[src/rtl/hid_pkg.sv]
// hid_pkg: shared constants and the muxed-access record for the HID MMIO port.
//   HID_AW / HID_DW / HID_BE : address width, data width, byte-enable count
//   hid_req_t                : one requester's access fields {we, addr, wdata}
package hid_pkg;

  localparam int HID_AW = 20;
  localparam int HID_DW = 64;
  localparam int HID_BE = 8;

  typedef struct packed {
    logic [HID_BE-1:0] we;
    logic [HID_AW-1:0] addr;
    logic [HID_DW-1:0] wdata;
  } hid_req_t;

endpackage

[src/rtl/rr_pick.sv]
// rr_pick: purely combinational round-robin search.
//   req   : request vector
//   start : index searched first; the search continues upward and wraps
//   gnt   : one-hot winner (zero when nothing requests)
//   any   : at least one request present
module rr_pick #(
  parameter  int N  = 2,
  localparam int IW = (N > 1) ? $clog2(N) : 1
) (
  input  logic [N-1:0]  req,
  input  logic [IW-1:0] start,
  output logic [N-1:0]  gnt,
  output logic          any
);

  logic [2*N-1:0] req_dbl;
  logic [2*N-1:0] gnt_dbl;
  logic [N-1:0]   rot;
  logic [N-1:0]   gnt_rot;

  // Rotate so that 'start' lands at bit 0, take the lowest set bit,
  // then rotate the one-hot result back into place.
  always_comb begin
    req_dbl = {req, req} >> start;
    rot     = req_dbl[N-1:0];
    gnt_rot = '0;
    for (int k = N - 1; k >= 0; k--) begin
      if (rot[k]) begin
        gnt_rot    = '0;
        gnt_rot[k] = 1'b1;
      end
    end
    gnt_dbl = {gnt_rot, gnt_rot} << start;
    gnt     = gnt_dbl[2*N-1:N];
    any     = |req;
  end

endmodule

[src/rtl/hid_bus_arb.sv]
// hid_bus_arb: round-robin arbiter sharing the single HID MMIO port between
// NREQ requesters, with locked bursts capped at MAX_BURST grants while
// someone else waits.
//   clk_i, rst_ni              : clock, async active-low reset
//   req_i, lock_i              : per-requester request / keep-ownership
//   we_i, addr_i, wdata_i      : per-requester access fields (packed)
//   gnt_o                      : one-hot grant, access issued in that cycle
//   rvalid_o, rdata_o          : completion one cycle after grant
//   hid_en/we/addr/wrdata      : HID access, driven in the grant cycle
//   hid_rddata                 : HID read data, valid the cycle after hid_en
//
// mode      | meaning
// ----------+---------------------------------------------------------------
// UNLOCKED  | owner_valid=0: round robin starting after last_owner
// LOCKED    | owner_valid=1: last_owner keeps the bus while it requests
// LOCK_FULL | LOCKED with burst_cnt==MAX_BURST: yields if anyone else waits
module hid_bus_arb
  import hid_pkg::*;
#(
  parameter int NREQ      = 2,
  parameter int MAX_BURST = 16,
  parameter int AW        = HID_AW,
  parameter int DW        = HID_DW
) (
  input  logic              clk_i,
  input  logic              rst_ni,
  input  logic [NREQ-1:0]   req_i,
  input  logic [NREQ-1:0]   lock_i,
  input  logic [NREQ*8-1:0] we_i,
  input  logic [NREQ*AW-1:0] addr_i,
  input  logic [NREQ*DW-1:0] wdata_i,
  output logic [NREQ-1:0]   gnt_o,
  output logic [NREQ-1:0]   rvalid_o,
  output logic [DW-1:0]     rdata_o,
  output logic              hid_en,
  output logic [7:0]        hid_we,
  output logic [AW-1:0]     hid_addr,
  output logic [DW-1:0]     hid_wrdata,
  input  logic [DW-1:0]     hid_rddata
);

  localparam int IW = $clog2(NREQ);
  localparam int CW = $clog2(MAX_BURST + 1);

  logic [IW-1:0]   last_owner, last_owner_nxt;
  logic            owner_valid, owner_valid_nxt;
  logic [CW-1:0]   burst_cnt, burst_cnt_nxt;
  logic [NREQ-1:0] rvalid_q;

  logic [NREQ-1:0] owner_mask;
  logic            owner_req;
  logic            others_wait;
  logic            burst_full;
  logic            lock_hold;
  logic [IW-1:0]   start;
  logic [NREQ-1:0] rr_gnt;
  logic            rr_any;
  logic [NREQ-1:0] gnt;
  logic            granted;
  logic [IW-1:0]   win_idx;
  hid_req_t        sel;

  // Lock evaluation and round-robin start point.
  always_comb begin
    owner_mask  = NREQ'(1) << last_owner;
    owner_req   = |(req_i & owner_mask);
    others_wait = |(req_i & ~owner_mask);
    burst_full  = (burst_cnt == CW'(MAX_BURST));
    // A full burst only yields when someone else is actually waiting.
    lock_hold   = owner_valid & owner_req & ~(burst_full & others_wait);
    // Search starts after the last owner, so a forced break cannot
    // hand the bus straight back to it.
    start       = (last_owner == IW'(NREQ - 1)) ? '0 : last_owner + IW'(1);
  end

  rr_pick #(.N(NREQ)) u_rr_pick (
    .req   (req_i),
    .start (start),
    .gnt   (rr_gnt),
    .any   (rr_any)
  );

  // Grant is held off while reset is asserted so nothing reaches the HID
  // port during reset.
  always_comb begin
    if (!rst_ni)        gnt = '0;
    else if (lock_hold) gnt = owner_mask;
    else                gnt = rr_any ? rr_gnt : '0;
    granted = |gnt;
    win_idx = '0;
    for (int r = 0; r < NREQ; r++) begin
      if (gnt[r]) win_idx = IW'(r);
    end
  end

  // State register.
  always_ff @(posedge clk_i or negedge rst_ni) begin
    if (!rst_ni) begin
      last_owner  <= IW'(NREQ - 1);
      owner_valid <= 1'b0;
      burst_cnt   <= '0;
      rvalid_q    <= '0;
    end else begin
      last_owner  <= last_owner_nxt;
      owner_valid <= owner_valid_nxt;
      burst_cnt   <= burst_cnt_nxt;
      rvalid_q    <= gnt;
    end
  end

  // Next-state.
  always_comb begin
    last_owner_nxt  = last_owner;
    owner_valid_nxt = owner_valid;
    burst_cnt_nxt   = burst_cnt;
    if (granted) begin
      last_owner_nxt  = win_idx;
      owner_valid_nxt = |(lock_i & gnt);
      if (owner_valid && (win_idx == last_owner)) begin
        burst_cnt_nxt = burst_full ? burst_cnt : burst_cnt + CW'(1);
      end else begin
        burst_cnt_nxt = CW'(1);
      end
    end else begin
      // No grant means the owner dropped its request: the lock is lost.
      owner_valid_nxt = 1'b0;
      burst_cnt_nxt   = '0;
    end
  end

  // Outputs: bus mux of the winner's fields, zero when idle.
  always_comb begin
    sel = '0;
    for (int r = 0; r < NREQ; r++) begin
      if (gnt[r]) begin
        sel.we    = we_i[r*8 +: 8];
        sel.addr  = addr_i[r*AW +: AW];
        sel.wdata = wdata_i[r*DW +: DW];
      end
    end
    gnt_o      = gnt;
    hid_en     = granted;
    hid_we     = sel.we;
    hid_addr   = sel.addr;
    hid_wrdata = sel.wdata;
    rvalid_o   = rvalid_q;
    rdata_o    = (|rvalid_q) ? hid_rddata : '0;
  end

endmodule

[config.mk]
export PLATFORM = sky130hd
export DESIGN_NAME = hid_bus_arb
export DESIGN_NICKNAME = d
export VERILOG_FILES = /design/src/rtl/hid_pkg.sv /design/src/rtl/rr_pick.sv /design/src/rtl/hid_bus_arb.sv
export SDC_FILE = /design/constraint.sdc
export NUM_CORES = 1
export LEC_CHECK = 0
export BUFFER_PORTS_ARGS = -buffer_cell sky130_fd_sc_hd__buf_2
export CAP_MARGIN = 20
export CORE_AREA = 2 2 162 164
export DETAILED_ROUTE_END_ITERATION = 8
export DIE_AREA = 0 0 164 166
export GPL_ROUTABILITY_DRIVEN = 0
export GPL_TIMING_DRIVEN = 0
export HOLD_SLACK_MARGIN = 0.12
export PLACE_DENSITY = 0.38
export SYNTH_ARGS = -nofsm -noshare
export SYNTH_HDL_FRONTEND = slang
export SYNTH_SLANG_ARGS = --single-unit
[constraint.sdc]
create_clock -name clk_i -period 2.54 [get_ports clk_i]
set_clock_uncertainty 0.2 [all_clocks]
set_input_delay 0.508 -clock clk_i [delete_from_list [all_inputs] [get_ports clk_i]]
set_output_delay 0.508 -clock clk_i [all_outputs]
set_load 0.01 [all_outputs]
==> results.ini <==
[layout]
post-route-util=0.211
finalNetCount=949
seq_area_um2=226
drive_gt1_frac=0.708
layout_common_cells=buf_2, a22o_1, nor2b_1, buf_6, buf_4
multiInputGateArea_um2=1610
stdcell_count=1027
area_delta_synth_final_pct=182
final_cell_area_um2=5410
nFillCells=2884
antenna-diode-count=0
final_common_cell=buf_2

[synth]
synth.net_count=497
synth_cells=241
async_flop_share=1.00
yosysUniqueCellTypes=32
ys_ff_latch=9
synth.avg_cell_area_um2=7.95
syn_area_um2=1920
ys_seq_area_frac=0.118
ys.flop_type=dfrtp_1
synth_edf_count=0
yosysWarnings=0

[drt]
vias=3816
detail-route-antenna-nets=0
drt-total-wl_um=16700
vias_per_cell=3.72
routedWlPerCell_um=16.2
drc=0
dr.first_iter.drc_count=153
firstDrtPassIters=4

[sta]
fin_crit_ps=3060
worst_pin_slew_ps=420
worst_hold_slack_ps=364
maxSlewHeadroom=0.720
layout_setup_ws_ps=-519
clock.fmax_ghz=0.327
setup_violations=94
final_max_slew_viol_count=0
setup_tns_ps=-42090
fin_crit_sh=1.20
rsz0062_at_grt=yes
finalHoldViolations=0

[critical_path]
required_ps=1830
crit_arrival_ps=2350
critPathMaxFanout=7
path_class=flop to output port
endpoint_kind=output port
critPathLaunchType=flop

[power_and_ir_drop]
leakagePower_nw=3.03
powerDensity_nw_per_um2=290
ir_drop_v=0.000143

[status]
failed_checks=setup timing
outcome=finished, violations left

[worst_hold_path]
hold_path_class=flop to flop

[clock_tree]
cts_tree=done
cts-buffers-inserted=3
clockBufferDepth=2
clkTransAtPathRegs_ps=40
h-tree-depth=1
cts.sinks=9
root_buffer=clkbuf_16
clk_latency_ps=230

[grt]
first_global_vias=3665
grt_first_pass_wirelength_um=21900
antenna_found_initial=1
grt_max_degree=11
track_usage=0.108
grt_remaining_overflow=0

[placed_design]
dp.cells=988
hpwl_um=13100
io_buffers=412
place_area_um2=4430

[floorplan]
start_util=0.0748
die_h_um=166
dieArea_um2=27200
placeableCoreArea_um2=25600
io_pins=415
rows=59
die_w_um=164

[job]
cap_viol_max_count=0

-- routing by layer --
metal	GRT usage	vias to the layer above	wire, µm
met1	0.123	1712	6320
met4	0.0130	2	118
met5	0	-	18
met2	0.210	276	8610
met3	0.0210	10	1580
li1	-	1816	-
-- cell usage after synthesis, types with 2 or more instances --
master / n / area (µm²)
nor2b_1: 64 / 400
ha_1: 2 / 25.0
xor2_1: 2 / 17.5
nand2_1: 6 / 22.5
buf_2: 10 / 50.1
a21oi_1: 3 / 15.0
buf_6: 7 / 78.8
o21ai_0: 2 / 10.0
clkbuf_1: 12 / 45.0
dfrtp_1: 8 / 200
a22o_1: 93 / 815
nand3_1: 2 / 10.0
inv_1: 4 / 15.0
a211oi_1: 2 / 15.0
nor2_1: 7 / 26.3
-- worst max-delay path: stages (launching register included) --
cell,delay [ps]
dfrtp_1,360
inv_2,50
ha_4,150
and4bb_4,210
buf_6,120
nor4b_4,290
nor4_4,90
buf_12,160
buf_4,140
clkbuf_16,160
a22o_4,230
buf_2,140
-- stage by stage --
stage | worst slack [ps] | power [mW]
after floorplan | -8.60 | 0.591
after global placement | -931 | 1.10
after detailed placement | -975 | 1.09
after CTS | -534 | 1.50
after global routing | -619 | 1.70
final | -519 | 1.57
-- final cells by class --
type	instances	area share
buffer	29	0.0645
clock buffer	4	0.0146
inverter	4	0.00277
multi-input combinational	198	0.298
sequential	9	0.0418
tap	335	0.0775
timing repair buffer	448	0.501
-- state kept, by name, indices dropped and copies added, names as in the netlist --
register / flops
rvalid_o: 2
last_owner: 1
owner_valid: 1
burst_cnt: 5
-- cell families after synthesis --
| family | count (synthesis) | share of synthesized area |
|---|---|---|
| DFF | 9 | 0.118 |
| buffers and inverters | 34 | 0.102 |
| adders and majority gates | 2 | 0.0131 |
| muxes | 1 | 0.00522 |
| and+or+nand+nor | 87 | 0.279 |
| xor gates and xnor gates | 3 | 0.0137 |
| AOI/OAI and AO/OA | 105 | 0.469 |
-- path summary, 6_finish.rpt --
path | to | slack (ps) | startpoint | cells past startpoint
min in group asynchronous | owner_valid$_DFF_PN0_ | 630 | rst_ni | 2
max in group asynchronous | rvalid_o[0]$_DFF_PN0_ | 1220 | rst_ni | 2
min reg2reg | burst_cnt[2]$_DFFE_PN0P_ | 360 | owner_valid$_DFF_PN0_ | 2
max reg2reg | owner_valid$_DFF_PN0_ | 250 | burst_cnt[0]$_DFFE_PN0P_ | 10
min | burst_cnt[2]$_DFFE_PN0P_ | 360 | owner_valid$_DFF_PN0_ | 2
max | hid_we[5] | -520 | burst_cnt[0]$_DFFE_PN0P_ | 11
-- report_power, final --
part | switching (mW) | internal (mW) | total, mW
Combinational | 0.521 | 0.610 | 1.13
Sequential | 0.0138 | 0.155 | 0.168
Clock | 0.0628 | 0.209 | 0.272
-- repair_timing --
action | 4_1_cts | 5_1_grt
gates cloned | 5 | 8
setup endpoints to repair | 156 | 100
hold endpoints to repair | 8 | 0
buffers inserted | 18 | 5
gates resized for setup | 61 | 30
pin swaps | 18 | 10
hold buffers | 2 | 0
(Power assumes the default switching activity.)
